[config.mk]
export PLATFORM = sky130hd
export DESIGN_NAME = multi_spr_ctrl_flat
export DESIGN_NICKNAME = d
export VERILOG_FILES = /design/src/rtl/spr_pkg.sv /design/src/rtl/multi_spr_ctrl_if.sv /design/src/rtl/spr_hit_unit.sv /design/src/rtl/multi_spr_ctrl.sv /design/src/flat_wrapper.sv
export SDC_FILE = /design/constraint.sdc
export NUM_CORES = 1
export LEC_CHECK = 0
export BUFFER_PORTS_ARGS = -buffer_cell sky130_fd_sc_hd__clkbuf_2
export CAP_MARGIN = 40
export CORE_MARGIN = 2
export CORE_UTILIZATION = 32
export DETAILED_ROUTE_END_ITERATION = 7
export REMOVE_ABC_BUFFERS = 1
export SLEW_MARGIN = 20
export SYNTH_ARGS = -nofsm -noshare
export SYNTH_HDL_FRONTEND = slang
export SYNTH_SLANG_ARGS = --single-unit
[constraint.sdc]
create_clock -name clk_25mhz -period 3.3 [get_ports clk_25mhz]
set_input_delay 0.165 -clock clk_25mhz [delete_from_list [all_inputs] [get_ports clk_25mhz]]
set_output_delay 0.165 -clock clk_25mhz [all_outputs]
set_load 0.1 [all_outputs]
[src/rtl/spr_pkg.sv]
// Shared constants, attribute struct and address-width helper for the
// multi-sprite compositor.
package spr_pkg;

    localparam int COLOR_W = 9;   // 3R3G3B
    localparam int COORD_W = 10;  // screen coordinate width

    localparam logic [COLOR_W-1:0] TRANSP_DEF = '0;

    // Per-sprite attributes as held in the frame-synchronous shadow copy.
    typedef struct packed {
        logic               en;
        logic               flip;
        logic [COORD_W-1:0] x;
        logic [COORD_W-1:0] y;
    } spr_attr_t;

    // Sprite ROM address width for a w x h sprite.
    function automatic int spr_aw(input int w, input int h);
        return $clog2(w * h);
    endfunction

endpackage

[src/rtl/multi_spr_ctrl_if.sv]
// Sprite ROM bus: one address and one data lane per sprite channel.
// The compositor (master) drives addresses; the ROM bank (slave) returns
// data a fixed number of clocks later.
interface multi_spr_ctrl_if #(
    parameter int NUM_SPR = 4,
    parameter int AW      = 10,
    parameter int COLOR_W = 9
);
    logic [NUM_SPR*AW-1:0]      spr_adr;
    logic [NUM_SPR*COLOR_W-1:0] spr_dat;

    modport master (output spr_adr, input spr_dat);
    modport slave  (input spr_adr, output spr_dat);
endinterface

[src/rtl/spr_hit_unit.sv]
// Per-channel hit test and local ROM address generation (stage S0).
// Purely combinational; all inputs come from the shadow attributes and
// the current pixel position.
module spr_hit_unit
    import spr_pkg::*;
#(
    parameter int SPR_W = 32,
    parameter int SPR_H = 32,
    localparam int XB = $clog2(SPR_W),
    localparam int YB = $clog2(SPR_H),
    localparam int AW = XB + YB
) (
    input  spr_attr_t          i_attr,
    input  logic [COORD_W-1:0] i_pixel_x,
    input  logic [COORD_W-1:0] i_pixel_y,
    input  logic               i_vga_block,
    output logic               o_hit,
    output logic [AW-1:0]      o_adr
);

    logic [COORD_W:0] w_x_end;
    logic [COORD_W:0] w_y_end;
    logic             w_in_x;
    logic             w_in_y;
    logic [XB-1:0]    w_lx;
    logic [XB-1:0]    w_lx_f;
    logic [YB-1:0]    w_ly;

    // Window ends are one bit wider so a sprite near the right/bottom edge
    // is clipped instead of wrapping back to coordinate 0.
    assign w_x_end = {1'b0, i_attr.x} + (COORD_W+1)'(SPR_W);
    assign w_y_end = {1'b0, i_attr.y} + (COORD_W+1)'(SPR_H);
    assign w_in_x  = (i_pixel_x >= i_attr.x) && ({1'b0, i_pixel_x} < w_x_end);
    assign w_in_y  = (i_pixel_y >= i_attr.y) && ({1'b0, i_pixel_y} < w_y_end);

    assign o_hit = i_attr.en && w_in_x && w_in_y && i_vga_block;

    // Only the low bits of the offsets matter inside the window, so the
    // subtraction is done at sprite-coordinate width. Mirroring a
    // power-of-two column index (SPR_W-1-lx) is a bitwise inversion.
    assign w_lx   = i_pixel_x[XB-1:0] - i_attr.x[XB-1:0];
    assign w_ly   = i_pixel_y[YB-1:0] - i_attr.y[YB-1:0];
    assign w_lx_f = w_lx ^ {XB{i_attr.flip}};

    assign o_adr = o_hit ? {w_ly, w_lx_f} : '0;

endmodule

[src/rtl/multi_spr_ctrl.sv]
// Multi-sprite compositor: overlays NUM_SPR sprites, lowest index on top,
// onto the VRAM background stream with frame-synchronous attribute shadows.
// Optional sticky collision flags: define MULTI_SPR_COLLIDE_EN.
//
// Stream protocol: there is no valid/ready pair. vga_block acts as the
// per-pixel valid, travels alongside the pixel, and the pipeline never
// stalls (one pixel per clock, fixed RAM_LAT+2 latency).
module multi_spr_ctrl
    import spr_pkg::*;
#(
    parameter int                 NUM_SPR = 4,
    parameter int                 SPR_W   = 32,
    parameter int                 SPR_H   = 32,
    parameter logic [COLOR_W-1:0] TRANSP  = TRANSP_DEF,
    parameter int                 RAM_LAT = 1
) (
    input  logic                       clk_25mhz,
    input  logic                       RST_N,
    input  logic [COORD_W-1:0]         pixel_x,
    input  logic [COORD_W-1:0]         pixel_y,
    input  logic                       vga_block,
    input  logic                       frame_end,
    input  logic [COLOR_W-1:0]         vram_dat,
    input  logic [NUM_SPR-1:0]         spr_en,
    input  logic [NUM_SPR-1:0]         spr_flip,
    input  logic [NUM_SPR*COORD_W-1:0] spr_x,
    input  logic [NUM_SPR*COORD_W-1:0] spr_y,
    multi_spr_ctrl_if.master           rom,
    output logic [COLOR_W-1:0]         vga_dat,
    output logic [NUM_SPR-1:0]         collide
);

    localparam int AW = spr_aw(SPR_W, SPR_H);

    spr_attr_t                       r_attr [NUM_SPR];
    logic [NUM_SPR-1:0]              w_hit;
    logic [NUM_SPR*AW-1:0]           w_adr;
    logic [NUM_SPR*AW-1:0]           r_adr;
    logic [RAM_LAT:0][NUM_SPR-1:0]   r_hit_d;
    logic [RAM_LAT:0]                r_blk_d;
    logic [NUM_SPR-1:0]              w_opaque;
    logic [COLOR_W-1:0]              w_win_dat;
    logic [COLOR_W-1:0]              r_vga_dat;

    // Shadow attributes: captured only at frame_end so a frame never tears.
    always_ff @(posedge clk_25mhz or negedge RST_N) begin
        if (!RST_N) begin
            for (int i = 0; i < NUM_SPR; i++) r_attr[i] <= '0;
        end else if (frame_end) begin
            for (int i = 0; i < NUM_SPR; i++) begin
                r_attr[i] <= '{en:   spr_en[i],
                               flip: spr_flip[i],
                               x:    spr_x[i*COORD_W +: COORD_W],
                               y:    spr_y[i*COORD_W +: COORD_W]};
            end
        end
    end

    // Stage S0: one hit/address unit per channel.
    for (genvar g = 0; g < NUM_SPR; g++) begin : g_hit
        spr_hit_unit #(
            .SPR_W (SPR_W),
            .SPR_H (SPR_H)
        ) u_hit (
            .i_attr      (r_attr[g]),
            .i_pixel_x   (pixel_x),
            .i_pixel_y   (pixel_y),
            .i_vga_block (vga_block),
            .o_hit       (w_hit[g]),
            .o_adr       (w_adr[g*AW +: AW])
        );
    end

    // Stage S1 plus delay line: register ROM addresses, carry hit/valid
    // forward so they line up with ROM data RAM_LAT clocks later.
    always_ff @(posedge clk_25mhz or negedge RST_N) begin
        if (!RST_N) begin
            r_adr   <= '0;
            r_hit_d <= '0;
            r_blk_d <= '0;
        end else begin
            r_adr      <= w_adr;
            r_hit_d[0] <= w_hit;
            r_blk_d[0] <= vga_block;
            for (int k = 1; k <= RAM_LAT; k++) begin
                r_hit_d[k] <= r_hit_d[k-1];
                r_blk_d[k] <= r_blk_d[k-1];
            end
        end
    end

    assign rom.spr_adr = r_adr;

    // Stage S2: opaque test and fixed priority, lowest channel index wins.
    always_comb begin
        w_opaque  = '0;
        w_win_dat = vram_dat;
        for (int i = NUM_SPR - 1; i >= 0; i--) begin
            w_opaque[i] = r_hit_d[RAM_LAT][i] &&
                          (rom.spr_dat[i*COLOR_W +: COLOR_W] != TRANSP);
            if (w_opaque[i]) w_win_dat = rom.spr_dat[i*COLOR_W +: COLOR_W];
        end
    end

    // Output register: blank outside the visible area.
    always_ff @(posedge clk_25mhz or negedge RST_N) begin
        if (!RST_N) begin
            r_vga_dat <= '0;
        end else begin
            r_vga_dat <= r_blk_d[RAM_LAT] ? w_win_dat : '0;
        end
    end

    assign vga_dat = r_vga_dat;

`ifdef MULTI_SPR_COLLIDE_EN
    logic               w_multi;
    logic [NUM_SPR-1:0] r_collide;

    // Two or more opaque channels: clearing the lowest set bit leaves a remainder.
    assign w_multi = |(w_opaque & (w_opaque - NUM_SPR'(1)));

    // Sticky collision flags, cleared at frame_end.
    always_ff @(posedge clk_25mhz or negedge RST_N) begin
        if (!RST_N) begin
            r_collide <= '0;
        end else if (frame_end) begin
            r_collide <= '0;
        end else if (w_multi) begin
            r_collide <= r_collide | w_opaque;
        end
    end

    assign collide = r_collide;
`else
    assign collide = '0;
`endif

endmodule
[src/flat_wrapper.sv]
// flat-port wrapper written by rule: the top's interface ports become plain ports
module multi_spr_ctrl_flat import spr_pkg::*;
#(
    parameter int                 NUM_SPR = 4,
    parameter int                 SPR_W   = 32,
    parameter int                 SPR_H   = 32,
    parameter logic [COLOR_W-1:0] TRANSP  = TRANSP_DEF,
    parameter int                 RAM_LAT = 1
)
  (clk_25mhz, RST_N, pixel_x, pixel_y, vga_block, frame_end, vram_dat, spr_en, spr_flip, spr_x, spr_y, vga_dat, collide, rom_spr_adr, rom_spr_dat);
  multi_spr_ctrl_if #(.NUM_SPR(NUM_SPR)) rom_i ();
  input  logic clk_25mhz;
  input  logic RST_N;
  input  logic [COORD_W-1:0] pixel_x;
  input  logic [COORD_W-1:0] pixel_y;
  input  logic vga_block;
  input  logic frame_end;
  input  logic [COLOR_W-1:0] vram_dat;
  input  logic [NUM_SPR-1:0] spr_en;
  input  logic [NUM_SPR-1:0] spr_flip;
  input  logic [NUM_SPR*COORD_W-1:0] spr_x;
  input  logic [NUM_SPR*COORD_W-1:0] spr_y;
  output logic [COLOR_W-1:0] vga_dat;
  output logic [NUM_SPR-1:0] collide;
  output wire logic [$bits(rom_i.spr_adr)-1:0] rom_spr_adr;
  input wire logic [$bits(rom_i.spr_dat)-1:0] rom_spr_dat;
  assign rom_spr_adr = rom_i.spr_adr;
  assign rom_i.spr_dat = rom_spr_dat;
  multi_spr_ctrl #(.NUM_SPR(NUM_SPR), .SPR_W(SPR_W), .SPR_H(SPR_H), .TRANSP(TRANSP), .RAM_LAT(RAM_LAT)) u_core (.clk_25mhz(clk_25mhz), .RST_N(RST_N), .pixel_x(pixel_x), .pixel_y(pixel_y), .vga_block(vga_block), .frame_end(frame_end), .vram_dat(vram_dat), .spr_en(spr_en), .spr_flip(spr_flip), .spr_x(spr_x), .spr_y(spr_y), .rom(rom_i), .vga_dat(vga_dat), .collide(collide));
endmodule
==> impl_metrics.json, run 1 <==
{
  "drt-initial-drc-count": 271,
  "switching_share": 0.324,
  "cts.sinks": 147,
  "async_flop_share": 1.00,
  "fin_crit_ns": 2.65,
  "clock_latency_ns": 0.43,
  "final_cell_mix": "clkbuf_2, dfrtp_1, ha_1",
  "drv_cap": 0,
  "dieArea_um2": 31300,
  "synth_cell_type_count": 55,
  "worstMarginPinSlew_ns": 0.863,
  "cp_max_fo": 9,
  "synth_edf_count": 0,
  "yosys_warnings": 0,
  "drt-met1-wl_mm": 12.3,
  "vias": 8274,
  "worst_setup_path_start_kind": "flip-flop",
  "min_from": "spr_x[19]",
  "initial_utilization": 0.324,
  "route.met2.wl_mm": 13.1,
  "num_rows": 63,
  "route.met3.wl_mm": 1.32,
  "gp_congestion": 0.864,
  "grtUsageTotal": 0.174,
  "status": "complete, no violations",
  "worst-setup-path-type": "reg -> reg",
  "worstPathCellList": "inv_2, nor3_1, xnor2_1, ha_1, a21o_1, a21oi_1, a31oi_1, a211oi_1, nand3_1, nor3_1",
  "postRouteAntennaNets": 0,
  "grt_pass1_wl_mm": 42.1,
  "ir_worst_vdd_uv": 279,
  "grt_remaining_overflow": 0,
  "ios": 210,
  "fmaxAchievable_ghz": 0.378,
  "switchingPower_uw": 1820,
  "viasPerCell": 4.84,
  "crit_family": "simple AND/OR/NAND/NOR gates",
  "slowest_delay_ns": 0.40,
  "dr.pass1.iters": 5,
  "arrival_ns": 2.97,
  "period_share": 0.803,
  "hold_viol": 0,
  "crit_top_cell": "nor3_1",
  "drive_gt1_frac": 0.213,
  "p_int_uw": 3800,
  "synth-seq-cells": 147,
  "clkSlewWorstSetupHoldPaths_ns": 0.07,
  "top_layer": "met4",
  "skew_ns": 0.0113,
  "hpwlAfterDp_mm": 21.3,
  "setup-tns-final_ns": 0,
  "grt_max_degree": 87,
  "required_ns": 3.63,
  "route.detailed.drc": 0,
  "tritoncts": "built",
  "drt-wirelength-per-cell_um": 15.8,
  "cp_slowest_cell": "dfrtp_1",
  "totalWireLength_mm": 27.1,
  "htree_num_levels": 4,
  "synth_area_um2": 9550,
  "slew_violations": 0,
  "io_buffers": 205,
  "powerDensity_nw_per_um2": 448,
  "final_common_cell": "clkbuf_2",
  "seqPwrFrac": 0.357,
  "dieWidth_um": 177,
  "finalSetupViolations": 0,
  "hold_path_class": "in -> reg",
  "endpoint_kind": "flip-flop",
  "p_leak_uw": 0.00615,
  "cp-startpoint": "u_core.r_attr[51]",
  "clockPowerShare": 0.362,
  "rsz0062_at_grt": "no",
  "core_area_um2": 29500,
  "fin_nets": 1597,
  "slew_headroom": 0.423,
  "post-cts-setup-buffers": 0,
  "clockBufferDepth": 2,
  "worstPathBufferInverterCount": 1,
  "antenna_found_initial": 2,
  "p_comb_frac": 0.281,
  "r2r_start": "u_core.r_attr[51]",
  "syn-instance-count": 1012,
  "syn_to_final_growth_pct": 31.5,
  "fp.dieH_um": 177,
  "syn_area_per_cell_um2": 9.44,
  "hold_slack_ns": 0.0282,
  "grt_pass1_vias": 8362,
  "seq_area_frac_synth": 0.385,
  "cts_root_buf": "clkbuf_16",
  "ys.flop_type": "dfrtp_1",
  "filler_cell_count": 2979,
  "cts_buffers": 17
}
[worst reg2reg max path: stages (launching register included)]
cell and delay (ns):
dfrtp_1 0.40, inv_2 0.06, nor3_1 0.34, xnor2_1 0.17, ha_1 0.26, a21o_1 0.18, a21oi_1 0.14, a31oi_1 0.08
a211oi_1 0.30, nand3_1 0.33, nor3_1 0.29
[area by class of cell]
type | instances | area, µm² | share of cell area
diodes | 1 | 2.50 | 0.000199
clock buffers | 19 | 433 | 0.0345
repair buffers | 304 | 2050 | 0.163
clock inverters | 13 | 174 | 0.0138
multi-input cells | 735 | 5370 | 0.427
inverters | 99 | 372 | 0.0296
well taps | 390 | 488 | 0.0388
flip-flops and latches | 147 | 3680 | 0.293
[path summary, 6_finish.rpt]
path | end | depth (start not counted) | slack [ns]
min | u_core.r_attr[63] | 3 | 0.03
max | u_core.rom.spr_adr[18] | 10 | 0.65
min reg2reg | u_core.r_blk_d[1] | 0 | 0.35
max reg2reg | u_core.rom.spr_adr[18] | 10 | 0.65
max in group asynchronous | u_core.r_attr[80] | 4 | 2.19
min in group asynchronous | u_core.rom.spr_adr[20] | 2 | 0.19
[power groups by stage]
stage | Clock (µW) | Combinational (µW) | Sequential, µW
CTS | 2080 | 1590 | 2010
finish | 2040 | 1580 | 2010
global route | 2160 | 1770 | 2020
global placement | 0 | 1470 | 2040
floorplan | 0 | 903 | 2150
detailed placement | 0 | 1490 | 2040
[cells by family after synthesis]
group / after synthesis / share of synthesized area
adders and majority gates: 136 / 0.184
muxes: 16 / 0.0189
buffers and inverters: 133 / 0.0549
DFF: 147 / 0.385
AOI/OAI and AO/OA: 263 / 0.175
xor gates and xnor gates: 66 / 0.0605
other: 1 / 0.000392
and+or+nand+nor: 250 / 0.121
[metrics by stage]
stage | total power (µW) | instances | instance area [µm²] | utilization | worst slack, ns
after floorplan | 3050 | 981 | 9410 | - | 1.02
after global placement | 3510 | 1584 | 11000 | 0.374 | 0.736
after detailed placement | 3530 | 1584 | 11000 | 0.374 | 0.680
after CTS | 5670 | 1705 | 12500 | 0.425 | 0.648
after global routing | 5950 | 1707 | 12600 | 0.426 | 0.362
final | 5620 | 1708 | 12600 | 0.426 | 0.652
[what timing repair did]
item	CTS	global route
hold buffers	89	0
endpoints found under the hold margin	170	0
resized for setup	0	0
[cell usage after synthesis (all sizes together) (14+ instances only)]
cell      n  area [µm²]
nor2     42         158
inv      98         368
nor3     35         175
nor2b    16         100
ha      128        1600
clkbuf   25        93.8
a21oi    50         254
o21ai   105         526
a211oi   14         110
a21o     28         210
dfrtp   147        3680
xnor2    54         473
nand4    16         100
mux2     16         180
nand3    27         135
nand2    96         360
[registers in the layout (all words and copies together), names as in the netlist]
| register | count |
|---|---|
| u_core.r_attr | 88 |
| u_core.r_blk_d | 2 |
| u_core.r_hit_d | 8 |
| u_core.rom.spr_adr | 40 |
| u_core.vga_dat | 9 |
[layer usage]
metal	global-route usage	up-vias
met5	0	-
met4	0.0417	0
met3	0.0335	26
met2	0.302	220
met1	0.222	3892
li1	-	4136
Power figures use the tool's default switching activity.
==> run 2, diff against run 1 <==
clock period = 2.3 ns   (was 3.3 ns; I/O delays follow)
==> run 2 against run 1 <==
Effect of this change:
- clock skew is 0.00062 ns higher
- global-route usage is 0.40 points higher
- setup slack worse by 0.65 ns
- first-iteration DRC count is 59% higher
- largest power group unchanged
==> impl_metrics.json, run 2 (synthesis results as in run 1) <==
{
  "fin_nets": 1638,
  "cts.sinks": 147,
  "cp.depth": 10,
  "cp_max_fo": 4,
  "placed_area_um2": 11300,
  "r2r_start": "u_core.r_attr[60]",
  "grt_pass1_vias": 8543,
  "crit_top_cell": "a21o_1",
  "hold_slack_ns": 0.0206,
  "route.detailed.drc": 0,
  "hold_viol": 0,
  "largest_reg_flops": 88,
  "num_rows": 63,
  "setup_slack_ns": 0.00199,
  "initial_utilization": 0.324,
  "totalWireLength_mm": 27.5,
  "worstPathBufferInverterCount": 2,
  "slew_violations": 0,
  "drt-initial-drc-count": 432,
  "worst-setup-path-type": "reg -> reg",
  "drv_cap": 0,
  "grt_pass1_wl_mm": 43.3,
  "cp_slowest_cell": "dfrtp_1",
  "whs_path_depth": 3,
  "rsz0062_at_grt": "yes",
  "clockBufferDepth": 2,
  "min_from": "rom_spr_dat[7]",
  "syn_to_final_growth_pct": 37.9,
  "fin_area_um2": 13200,
  "dieArea_um2": 31300,
  "ios": 210,
  "seqPwrFrac": 0.346,
  "endpoint_kind": "flip-flop",
  "worstMarginPinSlew_ns": 0.718,
  "worst_setup_path_start_kind": "flip-flop",
  "reg2reg_to": "u_core.rom.spr_adr[12]",
  "grt_remaining_overflow": 0,
  "holdPathEnd": "u_core.vga_dat[7]",
  "grt_max_degree": 71,
  "grtUsageTotal": 0.178,
  "status": "complete, no violations",
  "p_int_uw": 5610,
  "slew_headroom": 0.521,
  "antenna_found_initial": 2,
  "p_leak_uw": 0.00640,
  "fmaxAchievable_ghz": 0.435,
  "required_ns": 2.64,
  "rr_worst_depth": 10,
  "gp_congestion": 0.862,
  "dr.pass1.iters": 7,
  "slowest_delay_ns": 0.37,
  "switching_share": 0.324,
  "switchingPower_uw": 2690,
  "cts_root_buf": "clkbuf_16",
  "htree_num_levels": 4,
  "setup-tns-final_ns": 0,
  "finalSetupViolations": 0,
  "viasPerCell": 4.85,
  "clock_latency_ns": 0.43,
  "crit_family": "compound AO/OA/AOI/OAI gates",
  "worstPathCellList": "inv_2, nor3_4, xnor2_1, ha_1, a21o_1, a21o_1, a211oi_2, nand3_2, buf_4, nor3_2",
  "regMostFlops": "u_core.r_attr",
  "arrival_ns": 2.64,
  "final_cell_mix": "clkbuf_2, dfrtp_1, ha_1",
  "powerDensity_nw_per_um2": 631,
  "core_area_um2": 29500,
  "period_share": 0.999,
  "skew_ns": 0.0119,
  "hold_path_class": "in -> reg",
  "drive_gt1_frac": 0.269,
  "clkSlewWorstSetupHoldPaths_ns": 0.06,
  "p_comb_frac": 0.297,
  "fp.dieH_um": 177,
  "hpwlAfterDp_mm": 21.6,
  "tritoncts": "built",
  "dpl_worst_slack_ns": -0.105,
  "rrSetupSlack_ns": 0.002,
  "vias": 8491,
  "io_buffers": 205,
  "cts_buffers": 17,
  "clockPowerShare": 0.356,
  "dieWidth_um": 177,
  "postRouteAntennaNets": 0,
  "fin_crit_ns": 2.30,
  "ir_worst_vdd_uv": 370,
  "final_common_cell": "clkbuf_2",
  "drt-wirelength-per-cell_um": 15.7
}
## run 2: metal layers
metal,track usage,part of all wire,vias to the layer above
met2,0.313,0.49,247
met3,0.0288,0.046,27
met1,0.227,0.45,3990
met5,0,0,-
li1,-,-,4227
met4,0.0434,0.013,0
## run 2: stage by stage
| step | total power, µW | instances | utilization |
|---|---|---|---|
| after detailed placement | 5150 | 1613 | 0.383 |
| after CTS | 8300 | 1740 | 0.438 |
| after floorplan | 4380 | 981 | - |
| after global placement | 5110 | 1613 | 0.383 |
| after global routing | 8800 | 1748 | 0.447 |
| final | 8310 | 1749 | 0.447 |
## run 2: worst max path at each step
stage,start,endpoint
2_1_floorplan,u_core.r_attr[51],u_core.rom.spr_adr[11]
3_3_place_gp,u_core.r_attr[50],u_core.rom.spr_adr[18]
3_5_place_dp,pixel_y[0],u_core.rom.spr_adr[32]
4_1_cts,u_core.r_attr[7],u_core.rom.spr_adr[37]
5_1_grt,u_core.r_attr[59],u_core.rom.spr_adr[17]
6_report,u_core.r_attr[60],u_core.rom.spr_adr[12]
## run 2: timing repair
| action | 4_1_cts | 5_1_grt |
|---|---|---|
| setup endpoints to repair | 17 | 37 |
| buffers inserted | 1 | 6 |
| resized for setup | 5 | 52 |
| endpoints found under the hold margin | 160 | 0 |
| cloned | 0 | 1 |
| pin swaps | 0 | 12 |
| hold buffers | 94 | 0 |
## run 2: final cells by class
cell class / instances / area (µm²)
timing repair buffer: 345 / 2400
antenna: 1 / 2.50
tap: 390 / 488
sequential: 147 / 3680
fill: 2929 / 16300
inverter: 99 / 372
clock inverter: 12 / 169
clock buffer: 20 / 457
multi-input combinational: 735 / 5600
## run 2: power groups by stage
stage               combinational (µW)  clock (µW)  sequential, µW
floorplan                         1300           0            3080
global placement                  2200           0            2920
detailed placement                2230           0            2920
CTS                               2390        3040            2880
global route                      2750        3150            2900
finish                            2470        2960            2880
## run 2: worst reg2reg max path, cell delays in order (launching register included)
cell and delay (ns):
dfrtp_1 0.37, inv_2 0.06, nor3_4 0.21, xnor2_1 0.17, ha_1 0.28, a21o_1 0.18, a21o_1 0.19, a211oi_2 0.28
nand3_2 0.12, buf_4 0.18, nor3_2 0.17
